==> src/rtl/sal_ddr2_sched_pkg.sv <==
// Shared types for the DDR2 command scheduler: DFI command encodings and scheduler FSM states.
package sal_ddr2_sched_pkg;

  // {ras_n, cas_n, we_n}
  typedef enum logic [2:0] {
    CMD_NOP = 3'b111,
    CMD_ACT = 3'b011,
    CMD_RD  = 3'b101,
    CMD_WR  = 3'b100,
    CMD_PRE = 3'b010,
    CMD_REF = 3'b001
  } cmd_t;

  typedef enum logic [1:0] {
    ST_NORM  = 2'd0,
    ST_DRAIN = 2'd1,
    ST_REF   = 2'd2,
    ST_RFC   = 2'd3
  } sched_state_t;

endpackage

==> src/rtl/sal_rr_arbiter.sv <==
// Round-robin pick among N requesters: first set request at or after ptr, wrapping to 0.
module sal_rr_arbiter #(
  parameter int N     = 8,
  parameter int IDX_W = $clog2(N)
) (
  input  logic [N-1:0]     req,
  input  logic [IDX_W-1:0] ptr,
  output logic [N-1:0]     gnt,
  output logic [IDX_W-1:0] gnt_idx,
  output logic             any
);

  always_comb begin
    gnt     = '0;
    gnt_idx = '0;
    any     = 1'b0;
    // upper segment [ptr, N-1] first, then the wrapped segment [0, ptr-1]
    for (int i = 0; i < N; i++) begin
      if (!any && req[i] && (i >= int'(ptr))) begin
        gnt[i]  = 1'b1;
        gnt_idx = IDX_W'(i);
        any     = 1'b1;
      end
    end
    for (int i = 0; i < N; i++) begin
      if (!any && req[i]) begin
        gnt[i]  = 1'b1;
        gnt_idx = IDX_W'(i);
        any     = 1'b1;
      end
    end
  end

endmodule

==> src/rtl/sal_ddr2_cmd_sched.sv <==
// DDR2 command scheduler: one bank command (CAS > ACT > PRE, round-robin within class) or a
// refresh per cycle, enforcing inter-bank tRRD/tCCD/tWTR/tRTW and refresh drain/tRFC.
module sal_ddr2_cmd_sched
  import sal_ddr2_sched_pkg::*;
#(
  parameter int BK_CNT  = 8,
  parameter int BA_W    = 3,
  parameter int ADDR_W  = 14,
  parameter int T_RRD   = 2,
  parameter int T_CCD   = 2,
  parameter int T_WTR   = 3,
  parameter int T_RTW   = 4,
  parameter int T_RFC   = 26,
  parameter int TIMER_W = 5
) (
  input  logic                     clk,
  input  logic                     rst,
  input  logic [BK_CNT-1:0]        bk_act_req,
  input  logic [BK_CNT-1:0]        bk_rd_req,
  input  logic [BK_CNT-1:0]        bk_wr_req,
  input  logic [BK_CNT-1:0]        bk_pre_req,
  input  logic [BK_CNT*ADDR_W-1:0] bk_addr,
  output logic [BK_CNT-1:0]        bk_gnt,
  input  logic                     ref_req,
  output logic                     ref_done,
  output logic                     dfi_cmd_valid,
  output logic [2:0]               dfi_cmd,
  output logic [BA_W-1:0]          dfi_ba,
  output logic [ADDR_W-1:0]        dfi_addr
);

  localparam logic [TIMER_W-1:0] RRD_LD = TIMER_W'(T_RRD - 1);
  localparam logic [TIMER_W-1:0] CCD_LD = TIMER_W'(T_CCD - 1);
  localparam logic [TIMER_W-1:0] WTR_LD = TIMER_W'(T_WTR - 1);
  localparam logic [TIMER_W-1:0] RTW_LD = TIMER_W'(T_RTW - 1);
  localparam logic [TIMER_W-1:0] RFC_LD = TIMER_W'(T_RFC - 1);

  sched_state_t        state_q, state_d;
  logic [TIMER_W-1:0]  rrd_q, rrd_d, ccd_q, ccd_d, wtr_q, wtr_d, rtw_q, rtw_d, rfc_q, rfc_d;
  logic [BA_W-1:0]     cas_ptr_q, cas_ptr_d, act_ptr_q, act_ptr_d, pre_ptr_q, pre_ptr_d;
  logic                dfi_vld_q, dfi_vld_d;
  cmd_t                dfi_cmd_q, dfi_cmd_d;
  logic [BA_W-1:0]     dfi_ba_q, dfi_ba_d;
  logic [ADDR_W-1:0]   dfi_addr_q, dfi_addr_d;
  logic [BK_CNT-1:0]   gnt_c;
  logic                ref_done_c;

  logic [ADDR_W-1:0]   addr_a [BK_CNT];
  logic                rd_ok, wr_ok, act_ok;
  logic [BK_CNT-1:0]   cas_elig, act_elig;
  logic [BK_CNT-1:0]   cas_gnt, act_gnt, pre_gnt;
  logic [BA_W-1:0]     cas_idx, act_idx, pre_idx;
  logic                cas_any, act_any, pre_any;

  for (genvar b = 0; b < BK_CNT; b++) begin : g_addr
    assign addr_a[b] = bk_addr[b*ADDR_W +: ADDR_W];
  end

  assign rd_ok    = (ccd_q == '0) && (wtr_q == '0);
  assign wr_ok    = (ccd_q == '0) && (rtw_q == '0);
  assign act_ok   = (rrd_q == '0);
  assign cas_elig = (bk_rd_req & {BK_CNT{rd_ok}}) | (bk_wr_req & {BK_CNT{wr_ok}});
  assign act_elig = bk_act_req & {BK_CNT{act_ok}};

  sal_rr_arbiter #(.N(BK_CNT), .IDX_W(BA_W)) u_cas_arb (
    .req(cas_elig), .ptr(cas_ptr_q), .gnt(cas_gnt), .gnt_idx(cas_idx), .any(cas_any));
  sal_rr_arbiter #(.N(BK_CNT), .IDX_W(BA_W)) u_act_arb (
    .req(act_elig), .ptr(act_ptr_q), .gnt(act_gnt), .gnt_idx(act_idx), .any(act_any));
  sal_rr_arbiter #(.N(BK_CNT), .IDX_W(BA_W)) u_pre_arb (
    .req(bk_pre_req), .ptr(pre_ptr_q), .gnt(pre_gnt), .gnt_idx(pre_idx), .any(pre_any));

  function automatic logic [BA_W-1:0] ptr_after(input logic [BA_W-1:0] idx);
    return (int'(idx) == BK_CNT - 1) ? '0 : idx + 1'b1;
  endfunction

  function automatic logic [TIMER_W-1:0] dec(input logic [TIMER_W-1:0] t);
    return (t == '0) ? '0 : t - 1'b1;
  endfunction

  always_comb begin
    state_d    = state_q;
    rrd_d      = dec(rrd_q);
    ccd_d      = dec(ccd_q);
    wtr_d      = dec(wtr_q);
    rtw_d      = dec(rtw_q);
    rfc_d      = dec(rfc_q);
    cas_ptr_d  = cas_ptr_q;
    act_ptr_d  = act_ptr_q;
    pre_ptr_d  = pre_ptr_q;
    gnt_c      = '0;
    ref_done_c = 1'b0;
    dfi_vld_d  = 1'b0;
    dfi_cmd_d  = CMD_NOP;
    dfi_ba_d   = dfi_ba_q;
    dfi_addr_d = dfi_addr_q;
    case (state_q)
      ST_NORM: begin
        // refresh request wins over any bank grant in the same cycle
        if (ref_req) begin
          state_d = ST_DRAIN;
        end else if (cas_any) begin
          gnt_c      = cas_gnt;
          dfi_vld_d  = 1'b1;
          dfi_ba_d   = cas_idx;
          dfi_addr_d = addr_a[cas_idx];
          ccd_d      = CCD_LD;
          cas_ptr_d  = ptr_after(cas_idx);
          if (bk_rd_req[cas_idx]) begin
            dfi_cmd_d = CMD_RD;
            rtw_d     = RTW_LD;
          end else begin
            dfi_cmd_d = CMD_WR;
            wtr_d     = WTR_LD;
          end
        end else if (act_any) begin
          gnt_c      = act_gnt;
          dfi_vld_d  = 1'b1;
          dfi_cmd_d  = CMD_ACT;
          dfi_ba_d   = act_idx;
          dfi_addr_d = addr_a[act_idx];
          rrd_d      = RRD_LD;
          act_ptr_d  = ptr_after(act_idx);
        end else if (pre_any) begin
          gnt_c      = pre_gnt;
          dfi_vld_d  = 1'b1;
          dfi_cmd_d  = CMD_PRE;
          dfi_ba_d   = pre_idx;
          dfi_addr_d = addr_a[pre_idx];
          pre_ptr_d  = ptr_after(pre_idx);
        end
      end
      ST_DRAIN: begin
        if ((rrd_q == '0) && (ccd_q == '0) && (wtr_q == '0) && (rtw_q == '0)) state_d = ST_REF;
      end
      ST_REF: begin
        dfi_vld_d  = 1'b1;
        dfi_cmd_d  = CMD_REF;
        dfi_ba_d   = '0;
        dfi_addr_d = '0;
        rfc_d      = RFC_LD;
        state_d    = ST_RFC;
      end
      ST_RFC: begin
        if (rfc_q == '0) begin
          ref_done_c = 1'b1;
          state_d    = ST_NORM;
        end
      end
      default: state_d = ST_NORM;
    endcase
  end

  always_ff @(posedge clk or posedge rst) begin
    if (rst) begin
      state_q    <= ST_NORM;
      rrd_q      <= '0;
      ccd_q      <= '0;
      wtr_q      <= '0;
      rtw_q      <= '0;
      rfc_q      <= '0;
      cas_ptr_q  <= '0;
      act_ptr_q  <= '0;
      pre_ptr_q  <= '0;
      dfi_vld_q  <= 1'b0;
      dfi_cmd_q  <= CMD_NOP;
      dfi_ba_q   <= '0;
      dfi_addr_q <= '0;
    end else begin
      state_q    <= state_d;
      rrd_q      <= rrd_d;
      ccd_q      <= ccd_d;
      wtr_q      <= wtr_d;
      rtw_q      <= rtw_d;
      rfc_q      <= rfc_d;
      cas_ptr_q  <= cas_ptr_d;
      act_ptr_q  <= act_ptr_d;
      pre_ptr_q  <= pre_ptr_d;
      dfi_vld_q  <= dfi_vld_d;
      dfi_cmd_q  <= dfi_cmd_d;
      dfi_ba_q   <= dfi_ba_d;
      dfi_addr_q <= dfi_addr_d;
    end
  end

  // grant and refresh-done are combinational, so mask them while reset is held
  assign bk_gnt        = rst ? '0 : gnt_c;
  assign ref_done      = rst ? 1'b0 : ref_done_c;
  assign dfi_cmd_valid = dfi_vld_q;
  assign dfi_cmd       = dfi_cmd_q;
  assign dfi_ba        = dfi_ba_q;
  assign dfi_addr      = dfi_addr_q;

  for (genvar b = 0; b < BK_CNT; b++) begin : g_sva
    a_one_cmd: assert property (@(posedge clk) disable iff (rst)
      $onehot0({bk_act_req[b], bk_rd_req[b], bk_wr_req[b], bk_pre_req[b]}));
  end
  a_ref_held: assert property (@(posedge clk) disable iff (rst)
    (state_q == ST_DRAIN) |-> ref_req);

endmodule

==> config.mk <==
export PLATFORM = sky130hd
export DESIGN_NAME = sal_ddr2_cmd_sched
export DESIGN_NICKNAME = d
export VERILOG_FILES = /design/src/rtl/sal_ddr2_sched_pkg.sv /design/src/rtl/sal_rr_arbiter.sv /design/src/rtl/sal_ddr2_cmd_sched.sv
export SDC_FILE = /design/constraint.sdc
export NUM_CORES = 1
export LEC_CHECK = 0
export ABC_AREA = 1
export BUFFER_PORTS_ARGS = -buffer_cell sky130_fd_sc_hd__buf_4
export CAP_MARGIN = 20
export CORE_UTILIZATION = 37
export CTS_CLUSTER_SIZE = 30
export DETAILED_ROUTE_END_ITERATION = 16
export GPL_TIMING_DRIVEN = 0
export SYNTH_ARGS = -nofsm -noshare
export SYNTH_HDL_FRONTEND = slang
export SYNTH_HIERARCHICAL = 1
export SYNTH_SLANG_ARGS = --single-unit
==> constraint.sdc <==
create_clock -name clk -period 3.8 [get_ports clk]
set_clock_uncertainty 0.2 [all_clocks]
set_input_delay 0.95 -clock clk [delete_from_list [all_inputs] [get_ports clk]]
set_output_delay 0.95 -clock clk [all_outputs]
set_load 0.01 [all_outputs]
==> out/results.ini <==
[run_status]
outcome=finished with violations
violations=setup timing

[sta]
setup_viol=11
slew_headroom=0.595
hold_ws_ps=253
tightest_slew_ps=607
maxSlewViolCount=0
hold_viol=0
min_period_ps=4430
clock.fmax_mhz=226
rsz0062_at_grt=yes
timing.final.ws_setup_ps=-631
fin_crit_sh=1.17

[synthesis]
avgSynthCellArea_um2=5.36
async_flop_share=1.00
synth_top_cell_by_area=nand2_1
synthesis.area_um2=7850
yosysTopAreaCellShare=0.290
synth_simple_gate_area_frac=0.485
synthAdderAreaFrac=0.0255
yosys.cell_types.count=39
synth-compound-area-share=0.136
ys_seq_area_frac=0.182
synthMuxAreaShare=0
synth_nets=1628
ys_top_cells_by_area=nand2_1 (29%), dfrtp_1 (17%), inv_1 (10%)
yosysWarnings=6
synth_cells=1465
synth_top_family_by_area=simple AND/OR/NAND/NOR gates
synth-main-ff-cell=dfrtp_1
ys_ff_latch=57
synth-edff-count=0
synth_xor_area_frac=0.00893

[finish]
fin_area_um2=11000
syn_to_final_growth_pct=39.6
antenna_cells=0
regArea_um2=1430
layout-drive-gt1-share=0.255
multiInputGateArea_um2=5580
num-fill-cells=2183
final_cells=1979
final_nets=1867

[clock_network]
cts_tree=yes
clk_pin_slew_ps=50
clock_sinks=57
insertion_delay_ps=330
cts_buffers=9
clockBufferDepth=2
h-tree-depth=3
cts-hold-fix-buffers=0
root_buffer=clkbuf_16

[routing]
wl_per_cell_um=16.5
ant_nets=0
drt_wl_total_um=32700
viasPerCell=5.17
drc=0
drt_iter0_drc=809
vias=10200
first_pass_iters=7

[setup_path]
crit_path_start_kind=flip-flop
crit_chain=inv_1, ha_2, nor3b_4, nand2_4, nor2_4, a32o_2, nand2_2, nand4_4, nor2_4, nand4_4, nor2_4, nand4_4, inv_2, nand4_1, or2_4, nor2_4, buf_12, a221oi_2, nor2_1, buf_4
path_max_fanout=5
endpoint_kind=output pin
critical_path_class=reg2out
required_ps=2650
cp.arrival_ps=3280
crit_top_cell=nor2_4
cp_slowest_stage_delay_ps=340
slowest_stage=dfrtp_1

[placement]
dpl_cell_area_um2=9550
place_hpwl_um=24600
gp_congestion=0.946
io_buffers=176
dpl.cell_count=1912
post-place-ws_ps=-959

[hold_path]
hold_class=reg2reg

[pwr]
intPower_mw=5.33
total_power_mw=12.5
vdd_drop_max_v=0.000462
seqPwrFrac=0.086
clockPowerShare=0.071
switchingPower_mw=7.12
combPwrFrac=0.843
p_per_area_nw_per_um2=1140
leakagePower_nw=6.23
switching_share=0.572

[floorplanning]
die_area_um2=21800
io_pins=177
start_util=0.383
fp.coreArea_um2=20500
num_rows=52
die_h_um=148
dieWidth_um=148

[global_route]
grt_max_degree=36
grt-ovfl-total=0
antenna_found_initial=0
grt_usage=0.294
grt_pass1_wl_um=49900
grt_pass1_vias=9428

[run]
maxCapViolCount=0

[repair_timing]
action / CTS / global route
setup endpoints to repair: 48 / 37
buffers inserted: 27 / 19
gates cloned: 2 / 4
resized for setup: 88 / 113
pin swaps: 24 / 40
[final cells by class]
class	instances	area share
inverter	234	0.0831
buffer	70	0.0493
multi-input combinational	1104	0.509
clock inverter	5	0.00720
tap	270	0.0308
clock buffer	11	0.0222
timing repair inverter	2	0.00206
timing repair buffer	226	0.166
sequential	57	0.131
[worst paths after layout]
check                              startpoint                        to  slack, ps  depth (start not counted)
setup / recovery           rtw_q[0]$_DFF_PP0_                 bk_gnt[3]       -630                         20
hold / removal             wtr_q[0]$_DFF_PP0_        wtr_q[0]$_DFF_PP0_        250                          1
setup reg to reg           rtw_q[0]$_DFF_PP0_  dfi_addr[12]$_DFFE_PP0P_        -40                         25
hold reg to reg            wtr_q[0]$_DFF_PP0_        wtr_q[0]$_DFF_PP0_        250                          1
max in group asynchronous                 rst      dfi_cmd[2]$_DFF_PP1_       2280                          3
min in group asynchronous                 rst        ccd_q[2]$_DFF_PP0_        480                          2
[placed cells by master (no fill, tap or decap), drive strengths merged]
| cell | Yosys | layout |
|---|---|---|
| nor2 | 78 | 79 |
| nand2 | 611 | 611 |
| clkbuf | 15 | 30 |
| buf | 56 | 277 |
| nand4 | 27 | 27 |
| nor3b | 1 | 1 |
| nor3 | 7 | 7 |
| o21a | 1 | 1 |
| o22ai | 2 | 2 |
| nand3 | 150 | 150 |
| clkinv | 1 | 6 |
| nand3b | 3 | 3 |
| nor4 | 3 | 3 |
| xnor2 | 5 | 5 |
| ha | 16 | 16 |
| a21oi | 74 | 74 |
| a32o | 4 | 4 |
| xor2 | 3 | 3 |
| bufinv | 0 | 2 |
| inv | 233 | 233 |
| o31ai | 4 | 4 |
| o21ai | 104 | 104 |
| or2 | 2 | 2 |
| dfrtp | 54 | 54 |
| a221oi | 8 | 8 |
| dfstp | 3 | 3 |
[through the flow]
stage	TNS [ps]	util
detailed placement	-24510	0.466
floorplan	-2580	-
finish	-4890	0.535
global route	-9020	0.535
global placement	-27410	0.465
CTS	-5430	0.506
[sequential cells by signal (all words and copies together) (netlist names)]
| name | cells |
|---|---|
| rtw_q | 5 |
| act_ptr_q | 3 |
| wtr_q | 5 |
| dfi_addr | 14 |
| ccd_q | 5 |
| pre_ptr_q | 3 |
| dfi_ba | 3 |
| state_q | 2 |
| rfc_q | 5 |
| cas_ptr_q | 3 |
| rrd_q | 5 |
| dfi_cmd_valid | 1 |
| dfi_cmd | 3 |
[per-layer routing]
metal / vias to the layer above / wire length [µm] / track usage
met5: - / 0 / 0
li1: 5073 / - / -
met1: 4635 / 14400 / 0.413
met4: 0 / 889 / 0.0964
met2: 450 / 14300 / 0.447
met3: 68 / 3040 / 0.0586
[worst max-delay path, delay by kind of cell, from the launching register on]
family,cells,cell delay [ps]
AND/OR/NAND/NOR,13,1710
buffers and inverters,4,400
flip-flops,1,340
AO/OA/AOI/OAI,2,290
adder cells (fa/ha/maj),1,180
[kinds of logic after synthesis]
kind of cell,after synthesis
AO/OA/AOI/OAI,197
XOR/XNOR,8
adder cells (fa/ha/maj),16
buffers and inverters,305
flip-flops,57
AND/OR/NAND/NOR,882
[power groups by stage]
stage	Clock (mW)	Sequential (mW)	Combinational [mW]
2_1_floorplan	0	1.05	5.96
3_3_place_gp	0	1.06	8.60
3_5_place_dp	0	1.06	8.67
4_1_cts	0.893	1.06	9.35
5_1_grt	0.929	1.10	11.4
6_report	0.883	1.07	10.5
[synthesized netlist by cell type (all sizes together), types with 5 or more instances]
cell type	number
a21oi	74
a221oi	8
buf	56
clkbuf	15
dfrtp	54
ha	16
inv	233
nand2	611
nand3	150
nand4	27
nor2	78
nor3	7
o21ai	104
xnor2	5
(Power assumes the default switching activity.)
